--- src/rtl/bist_sequencer.sv ---
// Exhaustive-pattern BIST sequencer: drives every PAT_W-bit stimulus in ascending
// order, compacts the responses in a MISR and compares the signature to golden.
module bist_sequencer #(
  parameter int PAT_W = 3,
  parameter int RSP_W = 3,
  parameter int SETTLE_CYC = 1,
  parameter logic [RSP_W-1:0] MISR_SEED = '0
) (
  input  logic             clk,
  input  logic             rst,
  input  logic             start,
  input  logic [RSP_W-1:0] golden,
  input  logic [RSP_W-1:0] rsp_in,
  output logic [PAT_W-1:0] pat_out,
  output logic             busy,
  output logic             done,
  output logic             pass,
  output logic [RSP_W-1:0] signature
);

  typedef enum logic [2:0] {IDLE, LOAD, SETTLE, CAPTURE, DONE} state_t;

  // Feedback taps (polynomial without the x^W term) for primitive polynomials per width.
  function automatic logic [31:0] misr_taps(input int w);
    case (w)
      2:       return 32'h0000_0003;
      3:       return 32'h0000_0003;
      4:       return 32'h0000_0003;
      5:       return 32'h0000_0005;
      6:       return 32'h0000_0003;
      7:       return 32'h0000_0003;
      8:       return 32'h0000_001D;
      9:       return 32'h0000_0011;
      10:      return 32'h0000_0009;
      11:      return 32'h0000_0005;
      12:      return 32'h0000_0053;
      13:      return 32'h0000_001B;
      14:      return 32'h0000_0443;
      15:      return 32'h0000_0003;
      16:      return 32'h0000_100B;
      default: return 32'h0000_0001;
    endcase
  endfunction

  localparam logic [31:0]      TAPS_ALL   = misr_taps(RSP_W);
  localparam logic [RSP_W-1:0] TAPS       = TAPS_ALL[RSP_W-1:0];
  localparam logic [3:0]       CNT_RELOAD = 4'(SETTLE_CYC - 1);

  function automatic logic [RSP_W-1:0] misr_next(input logic [RSP_W-1:0] m,
                                                 input logic [RSP_W-1:0] r);
    logic [RSP_W-1:0] fb;
    fb = m[RSP_W-1] ? TAPS : '0;
    return (m << 1) ^ fb ^ r;
  endfunction

  state_t     state, state_next;
  logic [3:0] cnt;

  always_ff @(posedge clk or posedge rst) begin
    if (rst) state <= IDLE;
    else     state <= state_next;
  end

  always_comb begin
    state_next = state;
    case (state)
      IDLE:    if (start) state_next = LOAD;
      LOAD:    state_next = SETTLE;
      SETTLE:  if (cnt == 4'd0) state_next = CAPTURE;
      CAPTURE: state_next = (pat_out == '1) ? DONE : SETTLE;
      DONE:    state_next = IDLE;
      default: state_next = IDLE;
    endcase
  end

  // Datapath: pattern, settle counter, signature and verdict.
  always_ff @(posedge clk or posedge rst) begin
    if (rst) begin
      pat_out   <= '0;
      signature <= MISR_SEED;
      pass      <= 1'b0;
      cnt       <= 4'd0;
    end else begin
      case (state)
        LOAD: begin
          pat_out   <= '0;
          signature <= MISR_SEED;
          pass      <= 1'b0;
          cnt       <= CNT_RELOAD;
        end
        SETTLE: if (cnt != 4'd0) cnt <= cnt - 4'd1;
        CAPTURE: begin
          signature <= misr_next(signature, rsp_in);
          if (pat_out != '1) begin
            pat_out <= pat_out + PAT_W'(1);
            cnt     <= CNT_RELOAD;
          end
        end
        DONE: pass <= (signature == golden);
        default: ;
      endcase
    end
  end

  assign busy = (state != IDLE);
  assign done = (state == DONE);

endmodule

--- config.mk ---
export PLATFORM = sky130hd
export DESIGN_NAME = bist_sequencer
export DESIGN_NICKNAME = d
export VERILOG_FILES = /design/src/rtl/bist_sequencer.sv
export SDC_FILE = /design/constraint.sdc
export NUM_CORES = 1
export LEC_CHECK = 0
export BUFFER_PORTS_ARGS = -buffer_cell sky130_fd_sc_hd__buf_4
export CAP_MARGIN = 20
export CORE_MARGIN = 5
export CORE_UTILIZATION = 40
export DETAILED_ROUTE_END_ITERATION = 16
export HOLD_SLACK_MARGIN = 0.03
export REMOVE_ABC_BUFFERS = 1
export SLEW_MARGIN = 40
export SYNTH_ARGS = -nofsm -noshare
export SYNTH_HDL_FRONTEND = slang
export SYNTH_SLANG_ARGS = --single-unit
--- constraint.sdc ---
create_clock -name clk -period 2.2 [get_ports clk]
set_input_delay 0.55 -clock clk [delete_from_list [all_inputs] [get_ports clk]]
set_output_delay 0.55 -clock clk [all_outputs]
set_load 0.005 [all_outputs]
==> results.json, run 1 <==
{
  "cts_buffers": 3,
  "intPower_w": 0.000733,
  "p_sw_w": 0.000453,
  "post_cts_buffers": 0,
  "critical_path_required_ns": 1.65,
  "reg2reg_slack_ns": 0.46,
  "r2r-end": "cnt[0]",
  "slew_viol_final": 0,
  "worst_pin_slew_ns": 0.544,
  "grt_pass1_wl_um": 3140,
  "netlist_top_cells_area": "dfrtp_1 41%, ha_1 5.8%, xnor2_1 5.1%, a22o_1 3.0%, nand2b_1 2.9%",
  "min_path_type": "input port to async pin",
  "synth.avg_cell_area_um2": 10.4,
  "die_w_um": 56.5,
  "vias_per_cell": 5.23,
  "yosysSeqAreaShare": 0.406,
  "grt_pass1_vias": 711,
  "clock.fmax_mhz": 521,
  "yosys.area.top_type": "dfrtp_1",
  "die-area_um2": 3190,
  "antenna_found_initial": 0,
  "gp_congestion": 0.723,
  "finalCriticalPeriod_ns": 1.92,
  "cts_root_buf": "clkbuf_4",
  "pwr-share-clk": 0.122,
  "numClockSinks": 14,
  "area_growth_pct": 19.0,
  "num_vias": 669,
  "slew_headroom": 0.637,
  "holdBufCountCts": 0,
  "report.final.hold_viol_count": 0,
  "core_um2": 2000,
  "max-vdd-ir-drop_uv": 542,
  "dp_worst_setup_slack_ns": 0.470,
  "overflow": 0,
  "io_buffer_count": 17,
  "critPathArrivalTime_ns": 1.37,
  "netlist_instances": 83,
  "fin_crit_sh": 0.873,
  "synth_edf_count": 0,
  "ff2ff_path_depth": 5,
  "layout_common_cells": "19 x buf_4, 14 x dfrtp_1, 6 x nand2_1",
  "crit_fanout": 11,
  "clockBufferDepth": 2,
  "async_flop_share": 1.00,
  "startpoint_type": "register",
  "grt_max_degree": 15,
  "yosysWarnings": 0,
  "dr.pass1.iters": 4,
  "final_util": 0.513,
  "rsz0062_at_grt": "false",
  "status": "complete, no violations",
  "grt_use_total": 0.123,
  "final_common_cell": "buf_4",
  "synth-seq-cells": 14,
  "cp-startpoint": "state[2]",
  "drtAntennaViolNets": 0,
  "drive_above_1_share": 0.337,
  "tns_ns": 0,
  "ios": 18,
  "fillers": 198,
  "clk_latency_ns": 0.28,
  "cts.repair.resized": 0,
  "fin_skew_ns": 0.00606,
  "ys_types": 38,
  "drc": 0,
  "syn-cell-area_um2": 863,
  "htree_levels": 1,
  "dieHeight_um": 56.5,
  "drt_iter0_markers": 5,
  "synthFlopType": "dfrtp_1",
  "critical_path_class": "register to output port",
  "seq_power_share": 0.361,
  "cts_tree": "done",
  "dp_hpwl_um": 1260,
  "drv_cap": 0,
  "netSwitchingFraction": 0.382,
  "initial_core_util": 0.431,
  "p_leak_nw": 0.491,
  "routed_wl_um": 1720,
  "setup_viol": 0,
  "worst_slack_ns": 0.279,
  "placementRows": 16,
  "nets": 116,
  "clkTransAtPathRegs_ns": 0.09,
  "wl_per_cell_um": 13.4,
  "p_per_area_nw_per_um2": 1150,
  "antenna_cells": 0,
  "cp-end-kind": "output port",
  "comb_power_share": 0.518,
  "synthDominantCellAreaShare": 0.406,
  "r2r_start": "pat_out[0]"
}
## cells in the mapped netlist (2+ instances only)
| library cell | n |
|---|---|
| dfrtp_1 | 14 |
| nand2_1 | 6 |
| inv_1 | 5 |
| o21ai_0 | 5 |
| xnor2_1 | 5 |
| ha_1 | 4 |
| nand2b_1 | 4 |
| a22o_1 | 3 |
| nor3_1 | 3 |
| a21o_1 | 2 |
| buf_2 | 2 |
| nor3b_1 | 2 |
| or3_2 | 2 |
| xor2_1 | 2 |
## worst max-delay path, stage by stage (launching register included)
cell,delay [ns]
dfrtp_1,0.50
or3_2,0.45
buf_4,0.15
## final cells by class
| class | instances | area [µm²] | area share |
|---|---|---|---|
| timing repair buffer | 19 | 143 | 0.139 |
| sequential | 14 | 350 | 0.341 |
| multi-input combinational | 60 | 459 | 0.447 |
| tap | 27 | 33.8 | 0.0329 |
| inverter | 5 | 18.8 | 0.0183 |
| clock buffer | 3 | 22.5 | 0.0219 |
## cells by family after synthesis
kind of cell	after synthesis	share of synthesized area
buf+inv	9	0.0623
xor+xnor	7	0.0710
compound gates	20	0.187
simple gates	28	0.204
fa+ha+maj	4	0.0580
flops	14	0.406
mux	1	0.0116
## stage by stage
| step | cells | area, µm² | hold WS (ns) | total power, W |
|---|---|---|---|---|
| floorplan | 79 | 828 | 0.439 | 0.000826 |
| global route | 128 | 1030 | 0.366 | 0.00131 |
| CTS | 128 | 1030 | 0.329 | 0.00121 |
| global placement | 125 | 1000 | 0.494 | 0.00105 |
| finish | 128 | 1030 | 0.312 | 0.00119 |
| detailed placement | 125 | 1000 | 0.500 | 0.00106 |
## how the worst max path moves through the flow
stage              to  slack, ns
2_1_floorplan  cnt[0]       0.56
3_3_place_gp   cnt[1]       0.53
3_5_place_dp   cnt[0]       0.47
4_1_cts          busy       0.26
5_1_grt          busy       0.23
6_report         busy       0.28
## metal layers
layer | up-vias | wire, µm | global-route usage
li1 | 331 | - | -
met1 | 320 | 826 | 0.168
met2 | 16 | 802 | 0.185
met3 | 2 | 80 | 0.0298
met4 | 0 | 9 | 0.0508
met5 | - | 0 | 0
## registers in the layout (all words and copies together) (netlist names)
name       cells
pass           1
cnt            4
signature      3
pat_out        3
state          3
## power by group through the flow
stage | logic, W | registers [W] | clock network (W)
final | 0.000614 | 0.000428 | 0.000144
after CTS | 0.000625 | 0.000432 | 0.000153
after detailed placement | 0.000620 | 0.000437 | 0
after floorplan | 0.000372 | 0.000454 | 0
after global routing | 0.000693 | 0.000445 | 0.000168
after global placement | 0.000618 | 0.000431 | 0
Power figures use the tool's default switching activity.
==> run 2: changes to the inputs <==
--- a/config.mk
+++ b/config.mk
@@ -5,6 +5,7 @@
 export SDC_FILE = /design/constraint.sdc
 export NUM_CORES = 1
 export LEC_CHECK = 0
+export ABC_AREA = 1
 export BUFFER_PORTS_ARGS = -buffer_cell sky130_fd_sc_hd__buf_4
 export CAP_MARGIN = 20
 export CORE_MARGIN = 5
==> run 2 against run 1 <==
Sequential share of layout area shrank 0.17 points. Via count rose by 5.4%. Clock-buffer cell count grew 1.
==> results.json, run 2 <==
{
  "num_vias": 705,
  "grt_pass1_wl_um": 2730,
  "slew_viol_final": 0,
  "critical_path_class": "register to output port",
  "crit_slowest_cell": "dfrtp_1",
  "synthFlopType": "dfrtp_1",
  "ff2ff_path_depth": 8,
  "yosysSeqAreaShare": 0.420,
  "place_area_um2": 996,
  "holdBufCountCts": 0,
  "critPathArrivalTime_ns": 1.19,
  "post_cts_buffers": 0,
  "report.final.hold_viol_count": 0,
  "grt_use_total": 0.110,
  "core_um2": 1980,
  "antenna_cells": 0,
  "fin_skew_ns": 0.000664,
  "cp_cell_sequence": "nor2_1, nand2_1, inv_1, buf_4",
  "placementRows": 16,
  "nets": 143,
  "slowest_delay_ns": 0.44,
  "setup_viol": 0,
  "synth_commonest_cells": "37 x nand2_1, 14 x dfrtp_1, 14 x inv_1",
  "regMostFlops": "cnt",
  "drtAntennaViolNets": 0,
  "wl_per_cell_um": 10.3,
  "cts_buffers": 3,
  "power_w": 0.00132,
  "clk_latency_ns": 0.28,
  "dieHeight_um": 55.7,
  "initial_core_util": 0.421,
  "dp_hpwl_um": 1290,
  "p_leak_nw": 0.584,
  "fillers": 192,
  "synth_edf_count": 0,
  "endpoint": "done",
  "synthDominantCellAreaShare": 0.420,
  "ys_types": 21,
  "dr.pass1.iters": 4,
  "cts_root_buf": "clkbuf_4",
  "yosys.area.top_type": "dfrtp_1",
  "cts.repair.resized": 0,
  "cts_tree": "done",
  "grt_max_degree": 15,
  "routed_wl_um": 1610,
  "ios": 18,
  "reg2reg_slack_ns": 0.75,
  "finalCriticalPeriod_ns": 1.74,
  "post-synth-top-count-cell": "nand2_1",
  "worst_pin_slew_ns": 0.518,
  "fin_crit_sh": 0.792,
  "crit_fanout": 4,
  "gp_congestion": 0.788,
  "overflow": 0,
  "cp-startpoint": "state[0]",
  "final_common_cell": "nand2_1",
  "cp-end-kind": "output port",
  "worst-path-buf-inv": 2,
  "die_w_um": 55.7,
  "clkTransAtPathRegs_ns": 0.08,
  "drv_cap": 0,
  "min_path_type": "input port to async pin",
  "clock.fmax_mhz": 574,
  "syn-cell-area_um2": 835,
  "drc": 0,
  "async_flop_share": 1.00,
  "drt_iter0_markers": 19,
  "die-area_um2": 3100,
  "synth-seq-cells": 14,
  "p_per_area_nw_per_um2": 1270,
  "grt_pass1_vias": 638,
  "antenna_found_initial": 0,
  "r2r_start": "pat_out[0]",
  "whs_ns": 0.298,
  "clockBufferDepth": 2,
  "htree_levels": 1,
  "drive_above_1_share": 0.264,
  "numClockSinks": 14,
  "netlist_instances": 108,
  "tns_ns": 0,
  "r2r-end": "cnt[3]",
  "slew_headroom": 0.654,
  "vias_per_cell": 4.52,
  "status": "complete, no violations",
  "io_buffer_count": 17,
  "yosysWarnings": 0,
  "path_delay_family": "flip-flops",
  "largest_register_ffs": 4,
  "area_growth_pct": 23.7,
  "rsz0062_at_grt": "false",
  "critical_path_required_ns": 1.65,
  "max-vdd-ir-drop_uv": 581,
  "synth.avg_cell_area_um2": 7.73,
  "netlist_top_cells_area": "dfrtp_1 42%, nand2_1 17%, inv_1 6.3%, ha_1 6.0%, nor2_1 4.9%",
  "cp.depth": 4,
  "fin_area_um2": 1030,
  "layout_common_cells": "37 x nand2_1, 17 x buf_4, 14 x inv_1, 14 x dfrtp_1, 11 x nor2_1",
  "startpoint_type": "register"
}
[run 2: worst min-delay path by stage]
stage | to | slack [ns]
2_1_floorplan | cnt[0] | 0.44
3_3_place_gp | cnt[0] | 0.46
3_5_place_dp | cnt[0] | 0.46
4_1_cts | pat_out[1] | 0.32
5_1_grt | pat_out[1] | 0.34
6_report | pat_out[2] | 0.30
[run 2: cell families (layout without fill, tap and decap cells)]
| kind of cell | count (synthesis) | count (layout) | share of synthesized area |
|---|---|---|---|
| adder cells (fa/ha/maj) | 4 | 4 | 0.0600 |
| AO/OA/AOI/OAI | 6 | 6 | 0.0570 |
| flip-flops | 14 | 14 | 0.420 |
| AND/OR/NAND/NOR | 62 | 62 | 0.334 |
| XOR/XNOR | 5 | 5 | 0.0525 |
| buffers and inverters | 17 | 38 | 0.0765 |
[run 2: through the flow]
step,std cells,worst slack (ns),utilization
CTS,156,0.441,0.521
finish,156,0.458,0.521
global placement,152,0.765,0.503
detailed placement,152,0.757,0.503
global route,156,0.338,0.521
floorplan,108,0.876,-
[run 2: report_power, final]
part	switching, W	total [W]	internal (W)
Clock	0.0000824	0.000183	0.000101
Sequential	0.000104	0.000455	0.000351
Combinational	0.000390	0.000677	0.000286
[run 2: worst register-to-register path, delay by kind of cell (launching register included)]
kind | cells | cell delay, ns
simple gates | 4 | 0.26
buf+inv | 1 | 0.15
flops | 1 | 0.43
compound gates | 1 | 0.10
fa+ha+maj | 2 | 0.41
[run 2: cell type report]
type                       instances  area, µm²  share of cell area
multi-input combinational         77        420               0.407
sequential                        14        350               0.339
timing repair buffer              17        128               0.124
inverter                          17       63.8              0.0618
clock buffer                       4       36.3              0.0352
tap                               27       33.8              0.0327
[run 2: metal layers]
| layer | part of all wire | vias to the layer above | GRT usage |
|---|---|---|---|
| met1 | 0.50 | 318 | 0.134 |
| li1 | - | 369 | - |
| met2 | 0.43 | 16 | 0.167 |
| met4 | 0.0062 | 0 | 0.0313 |
| met5 | 0 | - | 0 |
| met3 | 0.071 | 2 | 0.0580 |
